[src/rtl/adf4351_reg_seq.sv]
// ADF4351 register sequencer: shadows R0..R5, streams them to the SPI write
// controller in R5..R0 (or R1,R0) order, then waits for PLL lock detect.
module adf4351_reg_seq #(
   parameter int unsigned GAP_CYCLES = 16,
   parameter int unsigned WR_TIMEOUT = 255,
   parameter int unsigned LD_TIMEOUT = 400000,
   parameter int unsigned LD_STABLE  = 64
) (
   input  logic        sys_clk,
   input  logic        rst,
   input  logic        cfg_we,
   input  logic [2:0]  cfg_addr,
   input  logic [31:0] cfg_wdata,
   input  logic        start,
   input  logic        quick,
   input  logic        pll_ld,
   input  logic        update_vld,
   output logic [31:0] wr_spi_data,
   output logic        wr_en,
   output logic        busy,
   output logic        done,
   output logic        lock_ok,
   output logic [1:0]  err
);
   localparam int GW = $clog2(GAP_CYCLES + 1);
   localparam int AW = $clog2(WR_TIMEOUT + 1);
   localparam int TW = $clog2(LD_TIMEOUT + 1);
   localparam int SW = $clog2(LD_STABLE + 1);

   typedef enum logic [2:0] {IDLE, ISSUE, WAIT_ACK, GAP, LD_WAIT, DONE} state_t;
   state_t state, state_nx;

   logic [31:0]   shadow [6];
   logic [2:0]    idx;
   logic [GW-1:0] gap_cnt;
   logic [AW-1:0] ack_cnt;
   logic [TW-1:0] tot_cnt;
   logic [SW-1:0] stab_cnt;
   logic          ld_meta, ld_sync;
   logic          ack_to, gap_end, lock_hit, ld_to;
   logic [31:0]   cfg_word;

   assign ack_to   = (ack_cnt  == AW'(WR_TIMEOUT));
   assign gap_end  = (gap_cnt  == GW'(GAP_CYCLES - 1));
   assign lock_hit = (stab_cnt == SW'(LD_STABLE));
   assign ld_to    = (tot_cnt  == TW'(LD_TIMEOUT));
   // Low three bits always carry the register address the ADF4351 decodes.
   assign cfg_word = (cfg_wdata & ~32'd7) | {29'd0, cfg_addr};

   always_comb begin
      state_nx = state;
      case (state)
         IDLE:     if (start) state_nx = ISSUE;
         ISSUE:    state_nx = WAIT_ACK;
         WAIT_ACK: if (update_vld)  state_nx = (idx == 3'd0) ? LD_WAIT : GAP;
                   else if (ack_to) state_nx = DONE;
         GAP:      if (gap_end) state_nx = ISSUE;
         LD_WAIT:  if (lock_hit || ld_to) state_nx = DONE;
         DONE:     state_nx = IDLE;
         default:  state_nx = IDLE;
      endcase
   end

   always_ff @(posedge sys_clk or posedge rst) begin
      if (rst) begin
         state       <= IDLE;
         for (int i = 0; i < 6; i++) shadow[i] <= 32'(i);
         idx         <= '0;
         gap_cnt     <= '0;
         ack_cnt     <= '0;
         tot_cnt     <= '0;
         stab_cnt    <= '0;
         ld_meta     <= 1'b0;
         ld_sync     <= 1'b0;
         wr_spi_data <= '0;
         wr_en       <= 1'b0;
         busy        <= 1'b0;
         done        <= 1'b0;
         lock_ok     <= 1'b0;
         err         <= 2'b00;
      end else begin
         state   <= state_nx;
         ld_meta <= pll_ld;
         ld_sync <= ld_meta;
         wr_en   <= 1'b0;
         done    <= 1'b0;
         case (state)
            IDLE: begin
               if (cfg_we && cfg_addr < 3'd6) shadow[cfg_addr] <= cfg_word;
               if (start) begin
                  busy    <= 1'b1;
                  err     <= 2'b00;
                  lock_ok <= 1'b0;
                  idx     <= quick ? 3'd1 : 3'd5;
               end
            end
            // Data stays put afterwards; the SPI controller latches it late.
            ISSUE: begin
               wr_en       <= 1'b1;
               wr_spi_data <= shadow[idx];
               ack_cnt     <= '0;
            end
            WAIT_ACK: begin
               if (update_vld) begin
                  if (idx != 3'd0) idx <= idx - 3'd1;
                  gap_cnt  <= '0;
                  tot_cnt  <= '0;
                  stab_cnt <= '0;
               end else if (ack_to) begin
                  err[0] <= 1'b1;
                  done   <= 1'b1;
               end else begin
                  ack_cnt <= ack_cnt + AW'(1);
               end
            end
            GAP: if (!gap_end) gap_cnt <= gap_cnt + GW'(1);
            LD_WAIT: begin
               if (lock_hit) begin
                  lock_ok <= 1'b1;
                  done    <= 1'b1;
               end else if (ld_to) begin
                  err[1]  <= 1'b1;
                  lock_ok <= 1'b0;
                  done    <= 1'b1;
               end else begin
                  tot_cnt  <= tot_cnt + TW'(1);
                  stab_cnt <= ld_sync ? stab_cnt + SW'(1) : '0;
               end
            end
            DONE: busy <= 1'b0;
            default: ;
         endcase
      end
   end
endmodule

[config.mk]
export PLATFORM = sky130hd
export DESIGN_NAME = adf4351_reg_seq
export DESIGN_NICKNAME = d
export VERILOG_FILES = /design/src/rtl/adf4351_reg_seq.sv
export SDC_FILE = /design/constraint.sdc
export NUM_CORES = 1
export LEC_CHECK = 0
export ABC_AREA = 1
export ABC_CLOCK_PERIOD_IN_PS = 14730
export CORE_MARGIN = 5
export CORE_UTILIZATION = 53
export DETAILED_ROUTE_END_ITERATION = 16
export GPL_ROUTABILITY_DRIVEN = 0
export PLACE_DENSITY = 0.72
export SYNTH_ARGS = -nofsm -noshare
export SYNTH_HDL_FRONTEND = slang
export SYNTH_SLANG_ARGS = --single-unit
[constraint.sdc]
create_clock -name sys_clk -period 14.73 [get_ports sys_clk]
set_input_delay 2.946 -clock sys_clk [delete_from_list [all_inputs] [get_ports sys_clk]]
set_output_delay 2.946 -clock sys_clk [all_outputs]
set_load 0.1 [all_outputs]
# Word level (Yosys, flattened, before mapping)
# Cells that the tools add are included.
# word_totals
regBits	277
latchBits	0
ram_bits	0
romBits	0
inputBits	42
output_inout_bits	38
word_cells	130
n_memories	0
# op_classes
n_addsub	5
multipliers	0
div	0
magnitude_cmp	4
n_eq_ne	23
shift	0
n_mux	52
bitwise	3
reduce_logical	22
# ops
op	count
$bwmux 192	1
$bmux 32 s3	1
$demux 32 s3	1
$mux 32	3
$mux 19	3
$pmux 19 s2	1
$or 32x3->32	1
$mux 3	10
$mux 7	4
$ne 2x2->1 const B	12
$reduce_and 4->1	5
$add 19x1->19 const B	1
$eq 19x19->1 const B	1
$mux 8	2
$pmux 8 s2	1
$pmux 3 s5	1
$pmux 7 s2	1
$mux 1	13
$reduce_bool 2->1	6
$mux 5	2
$pmux 1 s2	5
$pmux 5 s2	1
$reduce_and 3->1	3
$add 8x1->8 const B	1
other kinds (21)	29

# Longest topological paths before layout
# depth
word_depth	6
depth_mapped	11
depth_no_buf	11

# Worst setup path before layout
# Ideal clock, no wire load.
# synth_timing
path_type	input -> register
start	input port cfg_addr[2]
end	register shadow[36] (netlist bit)
t_arrival_ns	3.866
t_required_ns	14.600
setup_slack_ns	10.734
stages	8
n_path_buf	2
cell_sequence	inv_1 or2_2 nor2_1 nand2_1 buf_2 buf_2 nand2_1 o21ai_0
# synth_between
elab_chain_len	6
word_cells_on_any_way	10
# synth_lines
element	line_no	source
start, declared	12	input logic [2:0] cfg_addr,
$not 3->4 (not written as such)	89	if (cfg_we && cfg_addr < 3'd6) shadow[cfg_addr] <= cfg_word;
$ge 4x4->1 (not written as such) or $lt 4x1->1 (tied branches)	89	
$logic_and 1x1->1 (not written as such)	89	
$mux 32 (not written as such)	89	
$demux 32 s3	89	
$bwmux 192	89	
end signal, assigned by index	89	
end, declared	33	logic [31:0] shadow [6];
# Several ways; a longest one is shown, not always the timed one.
# A chain may end at the register's enable or synchronous reset.

# Worst setup path in the final report
# layout_timing
start	register wr_spi_data[0]
end	output port wr_spi_data[0]
# layout_rtl
element	line_no	source
start, declared	18	output logic [31:0] wr_spi_data,
start signal, assigned	100	wr_spi_data <= shadow[idx];
# No word-level cell between the ends.

==> results by group <==
Die
  • Die ar.: 27200 µm²
  • Die X-Extent: 165 µm
  • Core box area: between 20000 and 25000 µm²
  • Io pins: 80
  • Die height: 165 µm
  • Initial Utilization: between 50% and 60%
  • Core Rows: 56

Clock tree
  • Max clock buf depth: 3
  • CTS buffer count: 29
  • Hold Buf Count CTS: 0
  • Root Driver: clkbuf_16
  • TritonCTS clock tree: built
  • Clk sink count: 277
  • Worst skew pair latency: 0.55 ns
  • H-tree Lvls: 1
  • Post-CTS setup buffer count: 0
  • Post_cts resized: 0
  • Clock Pin Slew Worst Setup and Hold Paths: 0.06 ns

STA
  • Fin. Hold Viols: 0
  • Max Slew Vio Count: 0
  • RSZ-0062 raised after global routing: false
  • TNS Setup: 0 ns
  • Headroom to the max-slew limit: 20.5%
  • Fmax: a little under 0.2 GHz
  • Layout Skew: 0.0272 ns
  • Final setup violation count: 0
  • Final Critical Period: 5.03 ns
  • Slew of the pin with the lowest slew margin: 1.19 ns
  • Final worst path period share: 34.1%
  • Worst hold slack: around 0.35 ns

Worst setup path
  • Worst Reg-to-Reg Cells: 8
  • Worst path slowest cell: clkdlybuf4s50_1
  • Crit-path cells: clkdlybuf4s50_1
  • CP delay by family, top: buffers and inverters
  • R2r endpoint: tot_cnt[17]$_DFFE_PP0P_
  • CP arrival: between 2 and 2.5 ns
  • Kind of end point of the critical path: output port
  • Worst EP required: 11.78 ns
  • Reg-to-reg setup timing slack: 11.80 ns
  • Setup CP Type: reg -> out
  • CP max stage delay: 1.15 ns
  • Crit-path max FO: 2
  • Critical path buffers and inverters: 1
  • CP Launch Type: register
  • RR Startpoint: state[1]$_DFFE_PP0P_

Final layout
  • Final Net Count: ~1600
  • Commonest non-fill, non-tap cell in the layout: nand2_1
  • Ratio of cells with drive above 1 in the final layout: 5.66%
  • N_diodes: 0
  • P&R area growth vs syn: 15.0%
  • Final core utilization: 62.1%
  • Fillcell total: 2067
  • Final instance area: 14600 µm²
  • Highest-count cells in the layout ignoring fill and taps: nand2_1, o21ai_0, dfrtp_1, nor2_1, inv_1

Min path
  • Hold WC Path Type: reg -> reg
  • Worst min-delay path endpoint: ld_sync$_DFF_PP0_
  • Hold_sp: ld_meta$_DFF_PP0_
  • Hold depth: 0

Synthesis
  • Syn Nets: 1586
  • Gate count of the mapped netlist: about 1500
  • Mean Syn Cell Area: 8.29 µm²
  • Post-synthesis sequential area ratio: 54.6%
  • Yosys cell types: 34
  • #FFs+latches synth: 277
  • Yosys warnings: 0
  • Mapped Area: about 13000 µm²

Run status
  • Status: completed

Route
  • Vias post-DR: 10373
  • Residual DRC: 0
  • Post-DRT Antenna Nets: 0
  • Pre-Repair DR Iteration Count: 5
  • Number of DRC markers in iteration 0: 872
  • Routed WL per cell: 15.2 µm
  • Vias per std cell: 5.43
  • Final wirelength: ~29000 µm

GRT
  • GR peak layer: met2
  • Largest net degree at the start of global routing: 143
  • Met2 Use GR: 36.5%
  • Vias in the first global route: 9975
  • GRT Resource Usage Total: about 22%
  • GR Overflow Total: 0
  • Grt met1 use: just over 30%
  • GR Util met3: 3.12%
  • First-pass GRT wire length: ~50000 µm
  • Antenna violations before repair: 0

Place
  • Post-DP HPWL: 16600 µm
  • Instance area at placement: 13600 µm²
  • Buffers on Ports: 76

Power
  • Leak pwr: 6.65 nW
  • Tot Pwr: 3.40 mW
  • Pwr Density: 232 nW/µm²
  • Worst VDD drop: 0.170 mV

Run
  • Max_cap viols: 0
==> how the worst max path moves through the flow <==
stage               cells after the start                  startpoint  slack, ns                endpoint
global route                            1  wr_spi_data[1]$_DFFE_PP0P_       9.63          wr_spi_data[1]
global placement                        6                 cfg_addr[2]       9.51  shadow[13]$_DFFE_PP0P_
CTS                                     1  wr_spi_data[1]$_DFFE_PP0P_       9.67          wr_spi_data[1]
floorplan                               1                         rst       4.16  ack_cnt[0]$_DFFE_PP0P_
finish                                  1  wr_spi_data[0]$_DFFE_PP0P_       9.70          wr_spi_data[0]
detailed placement                      6                 cfg_addr[2]       9.47  shadow[24]$_DFFE_PP0P_
==> layout make-up <==
type	count	area (µm²)	area share [%]
well taps	319	399	2.73
clock buffers	45	886	6.06
inverters	98	375	2.57
multi-input cells	1073	5080	34.7
repair buffers	88	851	5.82
flip-flops and latches	277	6940	47.5
clock inverters	9	98.8	0.676
==> metrics by stage <==
stage                     worst slack [ns]  std cells
after CTS                             9.67       1909
after global placement                9.51       1855
after global routing                  9.63       1909
final                                 9.70       1909
after floorplan                       4.16       1535
after detailed placement              9.47       1855
==> kinds of logic (layout without fill, tap and decap cells) <==
kind of cell    count (synthesis)  count (layout)  synth area share [%]
fa+ha+maj                       9               9                 0.885
buf+inv                       185             240                  5.74
xor+xnor                        9               9                 0.620
flops                         277             277                  54.6
simple gates                  644             644                  20.6
compound gates                411             411                  17.6
==> cells in the mapped netlist (all sizes together) <==
cell      n  share of area [%]
nand2   362                 11
o21ai   319                 13
dfrtp   270                 53
nor2    168                5.1
inv      97                2.9
nand3    79                3.1
o21a     58                3.4
clkbuf   50                1.5
buf      37                1.4
a21oi    21               0.83
nor3     12               0.47
nand4    10               0.49
ha        9               0.89
dfstp     7                1.4
xor2      7               0.48
nand3b    5               0.30
or2       5               0.25
o211ai    3               0.18
o22a      3               0.21
a31oi     2              0.098
nor4      2              0.098
o21bai    2               0.12
xnor2     2               0.14
a211oi    1              0.098
a22oi     1              0.059
clkinv    1              0.029
nor3b     1              0.059
o31ai     1              0.059
==> registers in the layout, indices dropped and copies added (netlist names), 2 cells and up <==
| name | flops |
|---|---|
| ack_cnt | 8 |
| gap_cnt | 5 |
| state | 3 |
| wr_spi_data | 32 |
| stab_cnt | 7 |
| shadow | 192 |
| tot_cnt | 19 |
| idx | 3 |
| err | 2 |
==> power by group <==
| group | internal, mW | switching, mW | leakage, nW |
|---|---|---|---|
| combinational | 0.435 | 0.966 | 2.63 |
| sequential | 1.08 | 0.171 | 3.53 |
| clock | 0.446 | 0.295 | 0.493 |
==> metal layers <==
layer / vias up / share of wire (%)
met5: - / 0
met4: 0 / 2.5
met3: 53 / 4.6
met2: 237 / 47
met1: 4966 / 46
li1: 5117 / -
Note: power is estimated with default switching activity, not from simulation.
